$ cat src/rtl/alu_pkg.sv
// Shared definitions for the ALU issue controller: opcode encoding, FSM states, default width.
package alu_pkg;

  localparam int unsigned AluWidth = 32;
  localparam int unsigned AluOpW   = 3;

  typedef enum logic [2:0] {
    AluAnd  = 3'd0,
    AluOr   = 3'd1,
    AluXor  = 3'd2,
    AluNor  = 3'd3,
    AluLess = 3'd4,
    AluAdd  = 3'd5,
    AluSub  = 3'd6,
    AluMod  = 3'd7
  } alu_op_e;

  typedef enum logic [1:0] {
    StIdle,
    StWait,
    StHold
  } ctrl_state_e;

endpackage

$ cat src/rtl/alu_issue_ctrl.sv
// Issue-side controller for the multicycle ALU: one op in flight, operands held until We, result
// presented downstream via valid/ready. Define ALU_TIMEOUT_EN to add the WAIT watchdog and Out_Err.
module alu_issue_ctrl
  import alu_pkg::*;
#(
  parameter int unsigned WIDTH          = AluWidth,
  parameter int unsigned TAG_W          = 4,
  parameter int unsigned MIN_WAIT       = 1,
  parameter int unsigned TIMEOUT_CYCLES = 64
) (
  input  logic              Clk,
  input  logic              Reset,
  input  logic              In_Valid,
  output logic              In_Ready,
  input  logic [WIDTH-1:0]  In_A,
  input  logic [WIDTH-1:0]  In_B,
  input  logic [2:0]        In_Op,
  input  logic [TAG_W-1:0]  In_Tag,
  output logic [WIDTH-1:0]  A,
  output logic [WIDTH-1:0]  B,
  output logic [2:0]        ALUOp,
  input  logic [WIDTH-1:0]  Alu_Result,
  input  logic              Alu_C,
  input  logic              Alu_We,
  output logic              Out_Valid,
  input  logic              Out_Ready,
  output logic [WIDTH-1:0]  Out_Result,
  output logic              Out_C,
  output logic [2:0]        Out_Op,
  output logic [TAG_W-1:0]  Out_Tag,
`ifdef ALU_TIMEOUT_EN
  output logic              Out_Err,
`endif
  output logic              Busy
);

  localparam int unsigned   CntW       = $clog2(TIMEOUT_CYCLES + 1);
  localparam logic [CntW-1:0] MinWaitCnt = CntW'(MIN_WAIT);

  ctrl_state_e      r_state, w_state_d;
  logic [WIDTH-1:0] r_a, w_a_d;
  logic [WIDTH-1:0] r_b, w_b_d;
  logic [2:0]       r_op, w_op_d;
  logic [TAG_W-1:0] r_tag, w_tag_d;
  logic [CntW-1:0]  r_wait_cnt, w_wait_cnt_d;
  logic             r_out_valid, w_out_valid_d;
  logic [WIDTH-1:0] r_out_result, w_out_result_d;
  logic             r_out_c, w_out_c_d;
  logic [2:0]       r_out_op, w_out_op_d;
  logic [TAG_W-1:0] r_out_tag, w_out_tag_d;
`ifdef ALU_TIMEOUT_EN
  localparam logic [CntW-1:0] TimeoutCnt = CntW'(TIMEOUT_CYCLES);
  logic             r_out_err, w_out_err_d;
  logic             w_timeout;
`endif

  logic w_in_ready;
  logic w_accept;
  logic w_we_sampled;

  assign w_in_ready   = (r_state == StIdle) | ((r_state == StHold) & Out_Ready);
  assign w_accept     = In_Valid & w_in_ready;
  // Early We belongs to the previous op and must not complete this one.
  assign w_we_sampled = (r_state == StWait) & (r_wait_cnt >= MinWaitCnt) & Alu_We;
`ifdef ALU_TIMEOUT_EN
  assign w_timeout    = (r_state == StWait) & ~w_we_sampled & (r_wait_cnt >= TimeoutCnt);
`endif

  always_ff @(posedge Clk or negedge Reset) begin
    if (!Reset) begin
      r_state      <= StIdle;
      r_a          <= '0;
      r_b          <= '0;
      r_op         <= '0;
      r_tag        <= '0;
      r_wait_cnt   <= '0;
      r_out_valid  <= 1'b0;
      r_out_result <= '0;
      r_out_c      <= 1'b0;
      r_out_op     <= '0;
      r_out_tag    <= '0;
`ifdef ALU_TIMEOUT_EN
      r_out_err    <= 1'b0;
`endif
    end else begin
      r_state      <= w_state_d;
      r_a          <= w_a_d;
      r_b          <= w_b_d;
      r_op         <= w_op_d;
      r_tag        <= w_tag_d;
      r_wait_cnt   <= w_wait_cnt_d;
      r_out_valid  <= w_out_valid_d;
      r_out_result <= w_out_result_d;
      r_out_c      <= w_out_c_d;
      r_out_op     <= w_out_op_d;
      r_out_tag    <= w_out_tag_d;
`ifdef ALU_TIMEOUT_EN
      r_out_err    <= w_out_err_d;
`endif
    end
  end

  always_comb begin
    w_state_d      = r_state;
    w_a_d          = r_a;
    w_b_d          = r_b;
    w_op_d         = r_op;
    w_tag_d        = r_tag;
    w_wait_cnt_d   = r_wait_cnt;
    w_out_valid_d  = r_out_valid;
    w_out_result_d = r_out_result;
    w_out_c_d      = r_out_c;
    w_out_op_d     = r_out_op;
    w_out_tag_d    = r_out_tag;
`ifdef ALU_TIMEOUT_EN
    w_out_err_d    = r_out_err;
`endif

    unique case (r_state)
      StIdle: begin
        if (w_accept) w_state_d = StWait;
      end
      StWait: begin
        if (r_wait_cnt != '1) w_wait_cnt_d = r_wait_cnt + 1'b1;
        if (w_we_sampled) begin
          w_out_result_d = Alu_Result;
          w_out_c_d      = Alu_C;
          w_out_op_d     = r_op;
          w_out_tag_d    = r_tag;
          w_out_valid_d  = 1'b1;
          w_state_d      = StHold;
        end
`ifdef ALU_TIMEOUT_EN
        else if (w_timeout) begin
          w_out_result_d = '0;
          w_out_c_d      = 1'b0;
          w_out_op_d     = r_op;
          w_out_tag_d    = r_tag;
          w_out_err_d    = 1'b1;
          w_out_valid_d  = 1'b1;
          w_state_d      = StHold;
        end
`endif
      end
      StHold: begin
        // A new op may be taken in the same cycle the result drains, avoiding an IDLE bubble.
        if (Out_Ready) begin
          w_out_valid_d = 1'b0;
          w_state_d     = In_Valid ? StWait : StIdle;
        end
      end
      default: w_state_d = StIdle;
    endcase

    if (w_accept) begin
      w_a_d        = In_A;
      w_b_d        = In_B;
      w_op_d       = In_Op;
      w_tag_d      = In_Tag;
      w_wait_cnt_d = '0;
`ifdef ALU_TIMEOUT_EN
      w_out_err_d  = 1'b0;
`endif
    end
  end

  assign In_Ready   = w_in_ready;
  assign A          = r_a;
  assign B          = r_b;
  assign ALUOp      = r_op;
  assign Out_Valid  = r_out_valid;
  assign Out_Result = r_out_result;
  assign Out_C      = r_out_c;
  assign Out_Op     = r_out_op;
  assign Out_Tag    = r_out_tag;
  assign Busy       = (r_state != StIdle);
`ifdef ALU_TIMEOUT_EN
  assign Out_Err    = r_out_err;
`endif

endmodule
$ cat config.mk
export PLATFORM = sky130hd
export DESIGN_NAME = alu_issue_ctrl
export DESIGN_NICKNAME = d
export VERILOG_FILES = /design/src/rtl/alu_pkg.sv /design/src/rtl/alu_issue_ctrl.sv
export SDC_FILE = /design/constraint.sdc
export NUM_CORES = 1
export LEC_CHECK = 0
export ABC_CLOCK_PERIOD_IN_PS = 2360
export CAP_MARGIN = 30
export CORE_MARGIN = 3
export CORE_UTILIZATION = 42
export DETAILED_ROUTE_END_ITERATION = 7
export GPL_ROUTABILITY_DRIVEN = 0
export PLACE_DENSITY = 0.8
export RECOVER_POWER = 25
export SYNTH_ARGS = -nofsm -noshare
export SYNTH_HDL_FRONTEND = slang
export SYNTH_SLANG_ARGS = --single-unit
$ cat constraint.sdc
create_clock -name Clk -period 2.36 [get_ports Clk]
set_input_delay 0.472 -clock Clk [delete_from_list [all_inputs] [get_ports Clk]]
set_output_delay 0.472 -clock Clk [all_outputs]
set_load 0.005 [all_outputs]
==> impl_metrics.csv, run 1 <==
group,metric,value,unit
route,totalWireLength,12170,um
clock_tree,cts_inserted_buffers,17,
route,via_per_inst,4.898,
route,dr.pass1.iters,4,
yosys,yosys_warnings,0,
pwr,power_leakage,3.435,nW
grt,grt_use_total,19.43,%
outcome,status,"finished with violations",
yosys,synth.cells.most_frequent,"dfrtp_1, mux2_1, mux2_4",
clock_tree,clk_pin_slew,0.06,ns
placed_design,dp_hpwl,8817,um
yosys,netlist_instances,293,
sta,setup_viol,0,
pwr,power_density,1374,nW/um2
sta,rsz0062_at_grt,"no",
worst_setup_path,reg2reg_slack,0.45,ns
route,highest_layer,"met4",
clock_tree,clock_latency,0.41,ns
yosys,ys_ff_latch,121,
yosys,yosysMostFrequentCell,"dfrtp_1",
sta,period_needed,2.213,ns
worst_setup_path,cp-end-kind,"output port",
worst_setup_path,cp-start-kind,"input pin",
sta,max-slew-margin-rel,-16.87,%
yosys,ys_top_cells_by_area,"dfrtp_1, mux2_1, mux2_4",
die,dieWidth,114.5,um
grt,grt_pass1_wl,19420,um
clock_tree,hold_buffers,0,
layout,nNetsFinal,634,
yosys,yosysSeqAreaShare,61.23,%
sta,tightest_slew,1.753,ns
worst_setup_path,path_max_fanout,3,
layout,num_antenna_cells,0,
pwr,total_power,10.74,mW
sta,post-route-period-util,93.78,%
worst_setup_path,crit_arrival,1.74,ns
die,num_rows,38,
yosys,syn_area,4945,um2
grt,grt_pass1_vias,3631,
clock_tree,postCtsSetupRepairBufs,0,
yosys,synth_top_area_share,61.23,%
layout,nFillCells,800,
route,drt_iter0_drc,149,
grt,grt_overflow,0,
die,start_util,44.26,%
layout,area_delta_synth_final,58.10,%
route,drc,0,
sta,finalSetupTns,0,ns
layout,drive_above_1_share,16.04,%
route,vias,3311,
die,dieArea,13110,um2
layout,final_core_util,69.97,%
die,die_y,114.5,um
flow_run,max_cap_viol_count,1,
yosys,synth_nets,404,
pwr,peakVddDrop,0.0007878,V
clock_tree,cts_root_buf,"clkbuf_16",
route,route.met3.wl,1034,um
worst_setup_path,path_class,"in -> out",
outcome,violations,"max-capacitance violations, max-slew violations",
yosys,synth_edf_count,0,
route,met2_length,6239,um
route,detail_route.wl_per_cell,18.01,um
sta,clock.fmax,451.8,MHz
placed_design,port_buffers,218,
sta,hold_violations,0,
die,coreArea,11170,um2
clock_tree,cts_tree,"yes",
grt,antenna_found_initial,0,
sta,skew,0.005457,ns
sta,slew_violations,74,
clock_tree,cts_buffer_depth,2,
clock_tree,ctsHtreeMaxLevel,4,
hold_path,holdCritPathClass,"in -> async",
yosys,async_flop_share,100.0,%
worst_setup_path,cp.required,1.89,ns
grt,grt_max_degree,74,
route,antenna_left,0,
yosys,synth_cell_type_count,33,
yosys,synthFlopType,"dfrtp_1",
die,io_pins,219,
route,drt-met1-wl,4604,um
yosys,synth_area_leader_cell,"dfrtp_1",
yosys,avgSynthCellArea,16.88,um2
clock_tree,cts_resized,0,
clock_tree,clock-sinks,121,
[cell families after synthesis]
| family | count (synthesis) | synth area share, % |
|---|---|---|
| DFF | 121 | 61.23 |
| muxes | 114 | 28.77 |
| and+or+nand+nor | 22 | 3.315 |
| AOI/OAI and AO/OA | 19 | 2.353 |
| buffers and inverters | 15 | 3.821 |
| adders and majority gates | 2 | 0.5060 |
[power by group]
part           leakage [nW]  internal, mW  switching (mW)
Combinational          1.69          3.00            1.37
Sequential             1.43          3.12           0.598
Clock                 0.310          1.79           0.867
Total                  3.43          7.91            2.83
[worst max-delay path, cell delays in order]
cell and delay (ns):
clkdlybuf4s50_1 0.50, nand2_1 0.09, a21oi_1 0.16, clkdlybuf4s50_1 0.53
[registers in the layout, indices dropped and copies added, names as in the netlist]
register / flops
A: 32
ALUOp: 3
B: 32
Out_C: 1
Out_Op: 3
Out_Result: 32
Out_Tag: 4
Out_Valid: 1
r_state: 2
r_tag: 4
r_wait_cnt: 7
[routing by layer]
metal  up-vias  GRT usage (%)
li1       1510              -
met1      1629          22.59
met2       145          32.52
met3        27          6.818
met4         0          8.314
met5         -              0
[layout make-up]
class                      count  area, um2  area share [%]
clock buffer                  24      501.7           6.418
timing repair buffer         224       2253           28.83
sequential                   121       3028           38.73
tap                          140      175.2           2.241
inverter                       2      7.507         0.09603
multi-input combinational    157       1737           22.22
clock inverter                 8      115.1           1.472
[stage by stage]
stage	hold WS [ns]	instances	cell area, um2	setup WS (ns)
2_1_floorplan	0.1764	293	4945	0.6382
3_3_place_gp	0.4731	644	7234	0.1456
3_5_place_dp	0.4799	644	7234	0.1486
4_1_cts	0.06790	676	7851	0.1433
5_1_grt	0.5097	676	7818	0.08134
6_report	0.4789	676	7818	0.1468
[final timing paths]
kind,from,cells after the start,endpoint
worst max register to register,r_wait_cnt[0]$_DFFE_PN0P_,5,Out_Op[2]$_DFFE_PN0P_
min in group Clk,B[10]$_DFFE_PN0N_,1,B[10]$_DFFE_PN0N_
max in group asynchronous,Reset,2,B[29]$_DFFE_PN0N_
worst min-delay path,Reset,2,Out_Result[20]$_DFFE_PN0P_
worst min register to register,B[10]$_DFFE_PN0N_,1,B[10]$_DFFE_PN0N_
worst max-delay path,Out_Ready,4,In_Ready
[cells in the final DEF, fill, tap and decap left out, types with 3 or more instances in the layout]
cell and instances:
clkdlybuf4s50_1 217, dfrtp_1 121, mux2_1 69, mux2_4 38, clkbuf_16 17, o21ai_0 7, clkinv_2 5, clkbuf_8 5
mux2_2 4, nand2_1 3, a21oi_1 3, a21boi_0 3, mux2i_1 3, clkbuf_1 3, bufinv_16 3, buf_12 3
Power figures use the tool's default switching activity.
==> run 2: changes to the inputs <==
--- a/config.mk
+++ b/config.mk
@@ -11,6 +11,7 @@
 export CORE_UTILIZATION = 42
 export DETAILED_ROUTE_END_ITERATION = 7
 export GPL_ROUTABILITY_DRIVEN = 0
+export GPL_TIMING_DRIVEN = 1
 export PLACE_DENSITY = 0.8
 export RECOVER_POWER = 25
 export SYNTH_ARGS = -nofsm -noshare
==> results of run 2 <==
The final DEF is identical to that of run 1; final timing and power are the same.
==> run 3: changes to the inputs <==
--- a/config.mk
+++ b/config.mk
@@ -14,6 +14,7 @@
 export GPL_TIMING_DRIVEN = 1
 export PLACE_DENSITY = 0.8
 export RECOVER_POWER = 25
+export SETUP_SLACK_MARGIN = 0.5
 export SYNTH_ARGS = -nofsm -noshare
 export SYNTH_HDL_FRONTEND = slang
 export SYNTH_SLANG_ARGS = --single-unit
==> run 3 against run 2 <==
The run now ends clean. Clock skew about the same. Highest routed layer unchanged. Largest cell class unchanged. First-iteration DRC count increased by 22%. Combinational power increased by 3%.
==> impl_metrics.csv, run 3 (same netlist as run 1, synthesis figures left out) <==
group,metric,value,unit
worst_setup_path,crit-reg2reg-launch,"r_wait_cnt[0]$_DFFE_PN0P_",
worst_setup_path,worst-path-buf-inv,1,
route,vias,3332,
sta,period_needed,1.827,ns
clock_tree,clock-sinks,121,
layout,num_antenna_cells,0,
pwr,power_density,1373,nW/um2
sta,rsz0062_at_grt,"yes",
layout,nFillCells,787,
pwr,power_leakage,3.479,nW
die,dieWidth,114.5,um
flow_run,max_cap_viol_count,0,
die,die_y,114.5,um
worst_setup_path,crit_arrival,2.11,ns
layout,drive_above_1_share,17.56,%
die,num_rows,38,
sta,slew_violations,0,
placed_design,placed_cell_area,7234,um2
route,detail_route.wl_per_cell,18.16,um
sta,post-route-period-util,77.43,%
route,antenna_left,0,
worst_setup_path,reg2reg_slack,0.53,ns
outcome,status,"completed",
layout,final_area,7908,um2
worst_setup_path,cp_slowest_cell,"dfrtp_2",
grt,grt_use_total,19.58,%
worst_setup_path,path_class,"reg -> reg",
route,dr.pass1.iters,4,
sta,hold_violations,0,
grt,grt_pass1_wl,19560,um
hold_path,holdCritPathClass,"in -> async",
route,totalWireLength,12360,um
grt,grt_max_degree,74,
sta,setup_viol,0,
clock_tree,clk_pin_slew,0.05,ns
die,start_util,44.26,%
pwr,peakVddDrop,0.0007936,V
placed_design,dp_hpwl,8817,um
placed_design,preCtsSetupSlack,0.1486,ns
worst_setup_path,path_cells,"ha_1 -> nor4_4 -> a21o_4 -> buf_12 -> mux2_4",
clock_tree,ctsHtreeMaxLevel,4,
sta,skew,0.005602,ns
layout,final_cell_mix,"clkdlybuf4s50_1, dfrtp_1, mux2_1, mux2_4, clkbuf_16",
sta,tightest_slew,1.214,ns
sta,finalSetupTns,0,ns
worst_setup_path,cp-end-kind,"flop",
sta,worst_slack,0.5327,ns
clock_tree,cts_tree,"yes",
worst_setup_path,cp.required,2.65,ns
layout,nNetsFinal,639,
placed_design,port_buffers,218,
clock_tree,cts_buffer_depth,2,
clock_tree,cts_root_buf,"clkbuf_16",
sta,clock.fmax,547.3,MHz
placed_design,placed_cells,644,
worst_setup_path,critPathMaxStageDelay,0.45,ns
clock_tree,cts_inserted_buffers,17,
die,dieArea,13110,um2
layout,area_delta_synth_final,59.92,%
layout,final_common_cell,"clkdlybuf4s50_1",
sta,max-slew-margin-rel,19.06,%
die,io_pins,219,
route,drc,0,
grt,antenna_found_initial,0,
layout,finalNonFillerCells,681,
clock_tree,clock_latency,0.41,ns
route,via_per_inst,4.893,
die,coreArea,11170,um2
worst_setup_path,cp_top_family,"flip-flops",
worst_setup_path,path_max_fanout,15,
worst_setup_path,cp-start-kind,"flop",
worst_setup_path,r2r_cells,5,
worst_setup_path,rr_endpoint,"Out_Result[30]$_DFFE_PN0P_",
route,drt_iter0_drc,182,
grt,grt_pass1_vias,3641,
grt,grt_overflow,0,
==> run 3: cell count changes in the layout (fill, tap and decap cells not counted), sizes merged <==
cell,before,now
clkdlybuf4s50,217,215
clkdlybuf4s15,0,1
buf,4,10
==> run 3: repair_timing <==
item,in CTS,in global routing
hold buffers,0,0
resized for setup,7,6
pin swaps,1,1
setup endpoints to repair,37,42
cloned,1,0
setup buffers,2,2
==> run 3: worst max path at each step <==
| stage | from | end | slack, ns | cells past startpoint |
|---|---|---|---|---|
| 2_1_floorplan | r_wait_cnt[0]$_DFFE_PN0P_ | Out_C$_DFFE_PN0P_ | 0.64 | 6 |
| 3_3_place_gp | Out_Ready | In_Ready | 0.15 | 4 |
| 3_5_place_dp | Out_Ready | In_Ready | 0.15 | 4 |
| 4_1_cts | Out_Ready | In_Ready | 0.43 | 4 |
| 5_1_grt | Out_Ready | In_Ready | 0.49 | 4 |
| 6_report | r_wait_cnt[0]$_DFFE_PN0P_ | Out_Result[30]$_DFFE_PN0P_ | 0.53 | 5 |
==> run 3: metrics by stage <==
stage | hold WS (ns) | utilization, % | total power, mW
global placement | 0.4731 | 64.75 | 7.989
global route | 0.2533 | 70.77 | 11.47
finish | 0.2051 | 70.77 | 10.86
floorplan | 0.1764 | - | 5.640
CTS | 0.06787 | 70.69 | 10.96
detailed placement | 0.4799 | 64.75 | 8.168
==> run 3: final cells by class <==
cell class | count | area [um2] | share of cell area [%]
sequential | 121 | 3032 | 38.34
timing repair buffer | 229 | 2333 | 29.51
multi-input combinational | 157 | 1743 | 22.04
clock buffer | 24 | 501.7 | 6.345
tap | 140 | 175.2 | 2.215
clock inverter | 8 | 115.1 | 1.456
inverter | 2 | 7.507 | 0.09494
==> run 3: power breakdown <==
part,switching [mW],internal [mW]
sequential,0.571,3.12
clock,0.868,1.79
combinational,1.43,3.08
total,2.87,7.99
==> run 3: per-layer routing <==
metal	track usage [%]	share of wire, %
met2	32.83	51
met3	6.818	8.2
met5	0	0
met4	8.314	2.4
met1	22.77	38
